## src/rtl/transmisor_param.sv

```systemverilog
// Symbol striper: input FIFO -> LANES-wide words, with periodic COM/SKP ordered sets.
// Optional lane reversal is compiled in with `define TX_LANE_REVERSAL_EN.
module transmisor_param #(
    parameter int unsigned       LANES        = 4,
    parameter int unsigned       DATA_W       = 8,
    parameter int unsigned       FIFO_DEPTH   = 8,
    parameter int unsigned       SKP_INTERVAL = 64,
    parameter logic [DATA_W-1:0] COM_SYM      = DATA_W'(8'hBC),
    parameter logic [DATA_W-1:0] SKP_SYM      = DATA_W'(8'h1C)
) (
    input  logic                         clk,
    input  logic                         rst,
    input  logic                         enb,
    input  logic [DATA_W-1:0]            in_data,
    input  logic                         in_k,
    input  logic                         in_valid,
`ifdef TX_LANE_REVERSAL_EN
    input  logic                         lane_rev,
`endif
    output logic                         in_ready,
    output logic [LANES*DATA_W-1:0]      tx_lanes,
    output logic [LANES-1:0]             tx_lane_k,
    output logic                         tx_valid,
    output logic [$clog2(FIFO_DEPTH):0]  fifo_level
);

    localparam int unsigned PTR_W = $clog2(FIFO_DEPTH);
    localparam int unsigned LVL_W = PTR_W + 1;
    localparam int unsigned IDX_W = (LANES > 1) ? $clog2(LANES) : 1;
    localparam int unsigned CNT_W = $clog2(SKP_INTERVAL);

    localparam logic [IDX_W-1:0] LAST_IDX = IDX_W'(LANES - 1);
    localparam logic [CNT_W-1:0] CNT_MAX  = CNT_W'(SKP_INTERVAL - 1);
    localparam logic [LVL_W-1:0] FULL_LVL = LVL_W'(FIFO_DEPTH);

    typedef enum logic [1:0] {StData, StSkpCom, StSkpSkp} state_e;

    state_e state_q, state_d;
    logic [IDX_W-1:0] idx_q, idx_d;
    logic [CNT_W-1:0] cnt_q, cnt_d;

    logic [DATA_W:0]  mem_q [FIFO_DEPTH];
    logic [PTR_W-1:0] wr_ptr_q, rd_ptr_q;
    logic [LVL_W-1:0] level_q;

    logic [LANES*DATA_W-1:0] build_q, build_d;
    logic [LANES-1:0]        build_k_q, build_k_d;
    logic [LANES*DATA_W-1:0] lanes_q, lanes_d;
    logic [LANES-1:0]        lane_k_q, lane_k_d;
    logic                    valid_q, valid_d;

    logic            full, empty, push, pop, skp_due, rev_cur;
    logic [DATA_W:0] rd_sym;
    logic [IDX_W-1:0] dest;

    assign full     = (level_q == FULL_LVL);
    assign empty    = (level_q == '0);
    assign in_ready = !rst && enb && !full;
    assign push     = in_valid && in_ready;
    // An ordered set is only started on a word boundary.
    assign skp_due  = (state_q == StData) && (cnt_q == CNT_MAX) && (idx_q == '0);
    assign pop      = enb && !rst && (state_q == StData) && !skp_due && !empty;
    assign rd_sym   = mem_q[rd_ptr_q];

`ifdef TX_LANE_REVERSAL_EN
    logic rev_q;

    // Direction is latched on the first symbol and held for the rest of the word.
    always_ff @(posedge clk) begin
        if (rst) begin
            rev_q <= 1'b0;
        end else if (pop && (idx_q == '0)) begin
            rev_q <= lane_rev;
        end
    end

    assign rev_cur = (idx_q == '0) ? lane_rev : rev_q;
`else
    assign rev_cur = 1'b0;
`endif

    assign dest = rev_cur ? (LAST_IDX - idx_q) : idx_q;

    always_ff @(posedge clk) begin
        if (push) begin
            mem_q[wr_ptr_q] <= {in_k, in_data};
        end
    end

    always_ff @(posedge clk) begin
        if (rst) begin
            wr_ptr_q <= '0;
            rd_ptr_q <= '0;
            level_q  <= '0;
        end else begin
            if (push) begin
                wr_ptr_q <= wr_ptr_q + PTR_W'(1);
            end
            if (pop) begin
                rd_ptr_q <= rd_ptr_q + PTR_W'(1);
            end
            unique case ({push, pop})
                2'b10:   level_q <= level_q + LVL_W'(1);
                2'b01:   level_q <= level_q - LVL_W'(1);
                default: level_q <= level_q;
            endcase
        end
    end

    always_comb begin
        state_d   = state_q;
        idx_d     = idx_q;
        cnt_d     = cnt_q;
        build_d   = build_q;
        build_k_d = build_k_q;
        lanes_d   = lanes_q;
        lane_k_d  = lane_k_q;
        valid_d   = 1'b0;

        if (enb) begin
            unique case (state_q)
                StData: begin
                    if (cnt_q != CNT_MAX) begin
                        cnt_d = cnt_q + CNT_W'(1);
                    end
                    if (skp_due) begin
                        state_d = StSkpCom;
                    end else if (pop) begin
                        for (int unsigned i = 0; i < LANES; i++) begin
                            if (dest == IDX_W'(i)) begin
                                build_d[i*DATA_W +: DATA_W] = rd_sym[DATA_W-1:0];
                                build_k_d[i]                = rd_sym[DATA_W];
                            end
                        end
                        if (idx_q == LAST_IDX) begin
                            idx_d    = '0;
                            lanes_d  = build_d;
                            lane_k_d = build_k_d;
                            valid_d  = 1'b1;
                        end else begin
                            idx_d = idx_q + IDX_W'(1);
                        end
                    end
                end
                StSkpCom, StSkpSkp: begin
                    // idx_q doubles as the per-symbol-time counter of the ordered set.
                    if (idx_q == LAST_IDX) begin
                        idx_d    = '0;
                        lane_k_d = '1;
                        valid_d  = 1'b1;
                        if (state_q == StSkpCom) begin
                            lanes_d = {LANES{COM_SYM}};
                            state_d = StSkpSkp;
                        end else begin
                            lanes_d = {LANES{SKP_SYM}};
                            state_d = StData;
                            cnt_d   = '0;
                        end
                    end else begin
                        idx_d = idx_q + IDX_W'(1);
                    end
                end
                default: state_d = StData;
            endcase
        end
    end

    always_ff @(posedge clk) begin
        if (rst) begin
            state_q   <= StData;
            idx_q     <= '0;
            cnt_q     <= '0;
            build_q   <= '0;
            build_k_q <= '0;
            lanes_q   <= '0;
            lane_k_q  <= '0;
            valid_q   <= 1'b0;
        end else begin
            state_q   <= state_d;
            idx_q     <= idx_d;
            cnt_q     <= cnt_d;
            build_q   <= build_d;
            build_k_q <= build_k_d;
            lanes_q   <= lanes_d;
            lane_k_q  <= lane_k_d;
            valid_q   <= valid_d;
        end
    end

    assign tx_lanes   = lanes_q;
    assign tx_lane_k  = lane_k_q;
    assign tx_valid   = valid_q;
    assign fifo_level = level_q;

endmodule

```

## config.mk

```make
export PLATFORM = sky130hd
export DESIGN_NAME = transmisor_param
export DESIGN_NICKNAME = d
export VERILOG_FILES = /design/src/rtl/transmisor_param.sv
export SDC_FILE = /design/constraint.sdc
export NUM_CORES = 1
export LEC_CHECK = 0
export ABC_CLOCK_PERIOD_IN_PS = 8500
export BUFFER_PORTS_ARGS = -buffer_cell sky130_fd_sc_hd__buf_2
export CAP_MARGIN = 20
export CELL_PAD_IN_SITES_DETAIL_PLACEMENT = 0
export CELL_PAD_IN_SITES_GLOBAL_PLACEMENT = 1
export CORE_ASPECT_RATIO = 1.1
export CORE_MARGIN = 1
export CORE_UTILIZATION = 52
export DETAILED_ROUTE_END_ITERATION = 10
export GPL_ROUTABILITY_DRIVEN = 1
export PLACE_DENSITY = 0.87
export SYNTH_ARGS = -nofsm -noshare
export SYNTH_HDL_FRONTEND = slang
export SYNTH_SLANG_ARGS = --single-unit
```

## constraint.sdc

```tcl
create_clock -name clk -period 8.5 [get_ports clk]
set_input_delay 1.7 -clock clk [delete_from_list [all_inputs] [get_ports clk]]
set_output_delay 1.7 -clock clk [all_outputs]
set_load 0.02 [all_outputs]
```

==> flow_metrics.py, run 1 <==
metrics = {
    "outcome": {
        "status": "completed",
    },
    "timing": {
        "fmax_mhz": 221,
        "setup_viol": 0,
        "maxSlewViolCount": 0,
        "worstMarginPinSlew_ps": 1100,
        "post-route-period-util": 0.533,
        "period_minus_slack_ps": 4530,
        "rsz0062_at_grt": "false",
        "tns_ps": 0,
        "clock_skew_ps": 7.05,
        "hold_viol_final": 0,
        "relSlewSlack": 0.266,
    },
    "power": {
        "switchingPower_mw": 0.337,
        "vdd_drop_max_v": 0.000184,
        "seqPwrFrac": 0.483,
        "powerDensity_nw_per_um2": 222,
        "switching_share": 0.200,
        "total_power_mw": 1.68,
        "internal_power_mw": 1.35,
        "p_leak_nw": 2.73,
        "comb_power_share": 0.037,
        "p_clk_frac": 0.480,
    },
    "worst_setup_path": {
        "endpoint_kind": "output pin",
        "worst-path-max-fanout": 73,
        "cp.required_ps": 6800,
        "crit_arrival_ps": 2830,
        "crit_path_start_kind": "primary input",
        "crit_type": "primary input to output pin",
        "critPathLaunch": "rst",
        "rr_startpoint": "dest[0]",
    },
    "clocking": {
        "cts_buffer_depth": 2,
        "postCtsResizedCells": 0,
        "htreeDepth": 4,
        "clock-sinks": 159,
        "clock-root-buffer": "clkbuf_16",
        "cts_tree": "yes",
        "clk_latency_ps": 420,
        "post_cts_buffers": 0,
        "holdBufCountCts": 0,
        "cts_buffers": 17,
        "clkTransAtPathRegs_ps": 60,
    },
    "logic_synthesis": {
        "netlist_area_sq_um": 6600,
        "synth_nets": 577,
        "yosysUniqueCellTypes": 48,
        "yosysWarnings": 0,
        "syn_area_per_cell_sq_um": 12.0,
        "async_flop_share": 0,
        "synth-edff-count": 72,
        "yosysSeqAreaShare": 0.592,
        "synth_cells": 551,
        "ys.flop_type": "dfxtp_1",
        "synth_seq_cells": 159,
    },
    "drt": {
        "wl_um": 13100,
        "drtPass1Iterations": 4,
        "ant_nets": 0,
        "wl_per_cell_um": 17.4,
        "vias": 4257,
        "drcViolationCount": 0,
        "drt_iter0_drc": 160,
        "vias_per_cell": 5.64,
    },
    "placed_design": {
        "dp_hpwl_um": 8500,
        "place.gp.congestion": 0.789,
        "io_buffers": 54,
    },
    "floorplanning": {
        "io_pins": 55,
        "dieHeight_um": 120,
        "start_util": 0.541,
        "core_sq_um": 12200,
        "die_area_sq_um": 13100,
        "die_w_um": 109,
        "rows": 42,
    },
    "grt": {
        "grt_max_degree": 74,
        "grt_pass1_wl_um": 21200,
        "grt_overflow": 0,
        "grt_pass1_vias": 4189,
        "antenna_found_initial": 0,
        "grt_use_total": 0.217,
    },
    "layout": {
        "final_layout_size_suffix_gt1_frac": 0.201,
        "final_cell_mix": "dfxtp_1 (87), nor2_1 (72), edfxtp_1 (72)",
        "final_nets": 614,
        "antenna_cells": 0,
        "layout_commonest_cell": "dfxtp_1",
        "syn_to_final_growth_pct": 14.7,
        "n_fill_cell": 968,
    },
    "hold_path": {
        "hold_start": "tx_lanes[24]",
        "hp-class": "flop to flop",
    },
    "run": {
        "cap_violations": 0,
    },
}
==> synthesized netlist by cell type (all sizes together) (4+ instances only) <==
library cell,instances,area (sq um)
a211oi,22,165
a21oi,14,70.1
a221oi,4,60.1
a32o,6,60.1
and3,6,37.5
buf,17,95.1
clkbuf,26,97.6
dfxtp,87,1740
edfxtp,72,2160
ha,13,163
inv,7,26.3
mux2,12,135
mux2i,37,370
mux4,10,225
nand2,26,97.6
nand3,5,25.0
nand3b,4,30.0
nor2,72,270
nor2b,16,100
nor3,17,85.1
nor3b,4,30.0
o21ai,15,75.1
o22ai,9,56.3
o2bb2ai,9,78.8
or3,7,43.8
or4b,4,43.8
xor2,4,35.0
==> power by group through the flow <==
stage	clock network, mW	registers (mW)	logic, mW
after detailed placement	0	0.829	0.0624
after global placement	0	0.828	0.0599
after global routing	0.849	0.813	0.0689
after CTS	0.819	0.812	0.0627
final	0.807	0.812	0.0625
after floorplan	0	0.826	0.0458
==> through the flow <==
step / utilization / setup slack [ps] / cell area [sq um] / instances / hold WS, ps
final: 0.621 / 3970 / 7570 / 755 / 446
after detailed placement: 0.569 / 3620 / 6940 / 723 / 434
after global placement: 0.569 / 3820 / 6940 / 723 / 431
after CTS: 0.621 / 3940 / 7570 / 755 / 448
after floorplan: - / 4370 / 6600 / 551 / 444
after global routing: 0.621 / 3860 / 7570 / 755 / 475
==> logic make-up after synthesis <==
group	after synthesis	synth area share
AOI/OAI and AO/OA	88	0.0979
xor gates and xnor gates	7	0.00929
adders and majority gates	13	0.0247
buffers and inverters	50	0.0332
DFF	159	0.592
muxes	59	0.111
and+or+nand+nor	175	0.133
==> registers in the layout (all words and copies together), names as in the netlist, named ones only <==
name	cells
build_k_q	3
build_q	24
cnt_q	6
dest	2
fifo_level	4
mem_q	72
rd_ptr_q	3
state_q	2
tx_lane_k	4
tx_lanes	32
tx_valid	1
wr_ptr_q	3
==> path summary, 6_finish.rpt <==
path	end	slack [ps]	cells past startpoint
max	in_ready	3970	5
min	tx_lanes[24]	450	1
max reg2reg	fifo_level[2]	4950	11
min reg2reg	tx_lanes[24]	450	1
==> worst max-delay path, cell delays in order <==
cell,delay (ps)
buf_2,80
buf_4,570
nand2b_1,260
a21oi_1,50
buf_2,170
==> layout make-up <==
| cell class | count | area, sq um | share of cell area |
|---|---|---|---|
| clock buffer | 20 | 437 | 0.0577 |
| clock inverter | 12 | 191 | 0.0253 |
| inverter | 7 | 26.3 | 0.00347 |
| multi-input combinational | 342 | 2500 | 0.330 |
| sequential | 159 | 3900 | 0.516 |
| tap | 154 | 193 | 0.0255 |
| timing repair buffer | 61 | 323 | 0.0426 |
==> metal layers <==
layer  GRT usage  vias to the layer above  part of all wire
li1            -                     2104                 -
met1       0.265                     2067              0.44
met2       0.369                       70              0.50
met3      0.0538                       16             0.037
met4      0.0800                        0             0.015
met5           0                        -                 0
Power figures use the tool's default switching activity.
==> run 2, diff against run 1 <==
==> config.mk (replaced) <==
export PLATFORM = sky130hd
export DESIGN_NAME = transmisor_param
export DESIGN_NICKNAME = d
export VERILOG_FILES = /design/src/rtl/transmisor_param.sv
export SDC_FILE = /design/constraint.sdc
export NUM_CORES = 1
export LEC_CHECK = 0
export ABC_CLOCK_PERIOD_IN_PS = 4550
export BUFFER_PORTS_ARGS = -buffer_cell sky130_fd_sc_hd__buf_2
export CAP_MARGIN = 20
export CELL_PAD_IN_SITES_DETAIL_PLACEMENT = 0
export CELL_PAD_IN_SITES_GLOBAL_PLACEMENT = 1
export CORE_ASPECT_RATIO = 1.1
export CORE_MARGIN = 1
export CORE_UTILIZATION = 48
export DETAILED_ROUTE_END_ITERATION = 10
export GPL_ROUTABILITY_DRIVEN = 1
export PLACE_DENSITY = 0.82
export SYNTH_ARGS = -nofsm -noshare
export SYNTH_HDL_FRONTEND = slang
export SYNTH_SLANG_ARGS = --single-unit
==> constraint.sdc (replaced) <==
create_clock -name clk -period 4.55 [get_ports clk]
set_input_delay 0.91 -clock clk [delete_from_list [all_inputs] [get_ports clk]]
set_output_delay 0.91 -clock clk [all_outputs]
set_load 0.02 [all_outputs]
==> flow_metrics.py, run 2 (same netlist as run 1, synthesis figures left out) <==
metrics = {
    "clocking": {
        "post_cts_buffers": 0,
        "htreeDepth": 4,
        "clock-sinks": 159,
        "holdBufCountCts": 0,
        "clkTransAtPathRegs_ps": 60,
        "postCtsResizedCells": 0,
        "clock-root-buffer": "clkbuf_16",
        "cts_buffer_depth": 2,
        "clk_latency_ps": 430,
        "cts_tree": "yes",
        "cts_buffers": 17,
    },
    "placed_design": {
        "place_area_sq_um": 6990,
        "dp_hpwl_um": 8450,
        "io_buffers": 54,
        "place.gp.congestion": 0.758,
        "dpl_worst_slack_ps": 983,
    },
    "grt": {
        "grt_use_total": 0.197,
        "grt_pass1_vias": 4142,
        "grt_overflow": 0,
        "use_met1": 0.253,
        "met2_usage": 0.320,
        "grt_max_degree": 62,
        "grt_busiest_layer": "met2",
        "use_met3": 0.0485,
        "grt_pass1_wl_um": 21300,
        "antenna_found_initial": 1,
    },
    "timing": {
        "maxSlewViolCount": 0,
        "hold_viol_final": 0,
        "tns_ps": 0,
        "period_minus_slack_ps": 3510,
        "setup_viol": 0,
        "worstMarginPinSlew_ps": 874,
        "clock_skew_ps": 9.70,
        "rsz0062_at_grt": "false",
        "post-route-period-util": 0.770,
        "timing.final.ws_setup_ps": 1040,
        "fmax_mhz": 285,
        "relSlewSlack": 0.401,
    },
    "worst_setup_path": {
        "reg2reg_depth": 10,
        "cp.required_ps": 4860,
        "critPathLaunch": "dest[0]",
        "endpoint_kind": "flop",
        "cp.depth": 10,
        "cp_cell_sequence": "inv_1, ha_1, nand3_1, and2_1, ha_1, xor2_1, ha_1, a2111oi_0, a211oi_1, mux2_2",
        "rr_startpoint": "dest[0]",
        "cpPeakStageDelay_ps": 610,
        "worst-path-max-fanout": 20,
        "crit_type": "flop to flop",
        "worst-path-buf-inv": 1,
        "crit_arrival_ps": 3820,
        "cp_slowest_cell": "ha_1",
        "crit_top_cell": "ha_1",
        "crit_path_start_kind": "flop",
        "cp_top_family": "adder cells",
    },
    "drt": {
        "ant_nets": 0,
        "wl_um": 13200,
        "wl_per_cell_um": 16.7,
        "vias_per_cell": 5.52,
        "drtPass1Iterations": 5,
        "drcViolationCount": 0,
        "vias": 4357,
        "drt_iter0_drc": 177,
    },
    "layout": {
        "final_nets": 620,
        "n_fill_cell": 1127,
        "design_area_sq_um": 7580,
        "largest_reg_flops": 72,
        "multiInputGateArea_sq_um": 2480,
        "finalCoreUtilization": 0.569,
        "final_cell_mix": "dfxtp_1 (87), nor2_1 (72), edfxtp_1 (72)",
        "layout_commonest_cell": "dfxtp_1",
        "seqCellArea_sq_um": 3900,
        "final_layout_size_suffix_gt1_frac": 0.205,
        "largest-register": "mem_q",
        "syn_to_final_growth_pct": 14.9,
    },
    "hold_path": {
        "holdPathStages": 1,
        "hp-class": "flop to flop",
        "hold_start": "tx_lanes[30]",
    },
    "floorplanning": {
        "die_w_um": 114,
        "start_util": 0.495,
        "dieHeight_um": 125,
        "die_area_sq_um": 14200,
        "io_pins": 55,
        "core_sq_um": 13300,
        "rows": 44,
    },
    "run": {
        "cap_violations": 0,
    },
    "outcome": {
        "status": "completed",
    },
    "power": {
        "total_power_mw": 2.95,
        "p_leak_nw": 2.73,
        "powerDensity_nw_per_um2": 389,
        "vdd_drop_max_v": 0.000244,
    },
}
[run 2: changes by cell type in the layout (fill, tap and decap cells not counted), sizes merged]
cell	before	now
buf	61	67
bufinv	5	1
clkbuf	20	18
diode	0	1
inv	7	11
[run 2: stage by stage]
step | instances | hold slack, ps
final | 790 | 447
after global routing | 789 | 456
after CTS | 787 | 450
after detailed placement | 757 | 435
after global placement | 757 | 431
after floorplan | 551 | 444
[run 2: cell type report]
type	count	share of cell area
flip-flops and latches	159	0.515
multi-input cells	342	0.327
diodes	1	0.000330
well taps	184	0.0304
inverters	7	0.00347
clock buffers	18	0.0566
clock inverters	12	0.0149
repair buffers	67	0.0522
[run 2: per-layer routing]
metal / wire length, um / vias up
met4: 235 / 0
met5: 0 / -
met2: 6430 / 78
met1: 6050 / 2142
li1: - / 2116
met3: 462 / 21
[run 2: power by group]
group / switching [mW] / total [mW] / internal (mW)
Combinational: 0.0748 / 0.118 / 0.0435
Sequential: 0.0138 / 1.52 / 1.50
Clock: 0.568 / 1.32 / 0.749
Total: 0.656 / 2.95 / 2.30
[run 2: final timing paths]
check | to | slack, ps
min | tx_lanes[30] | 450
min reg2reg | tx_lanes[30] | 450
max reg2reg | fifo_level[2] | 1040
max | fifo_level[2] | 1040
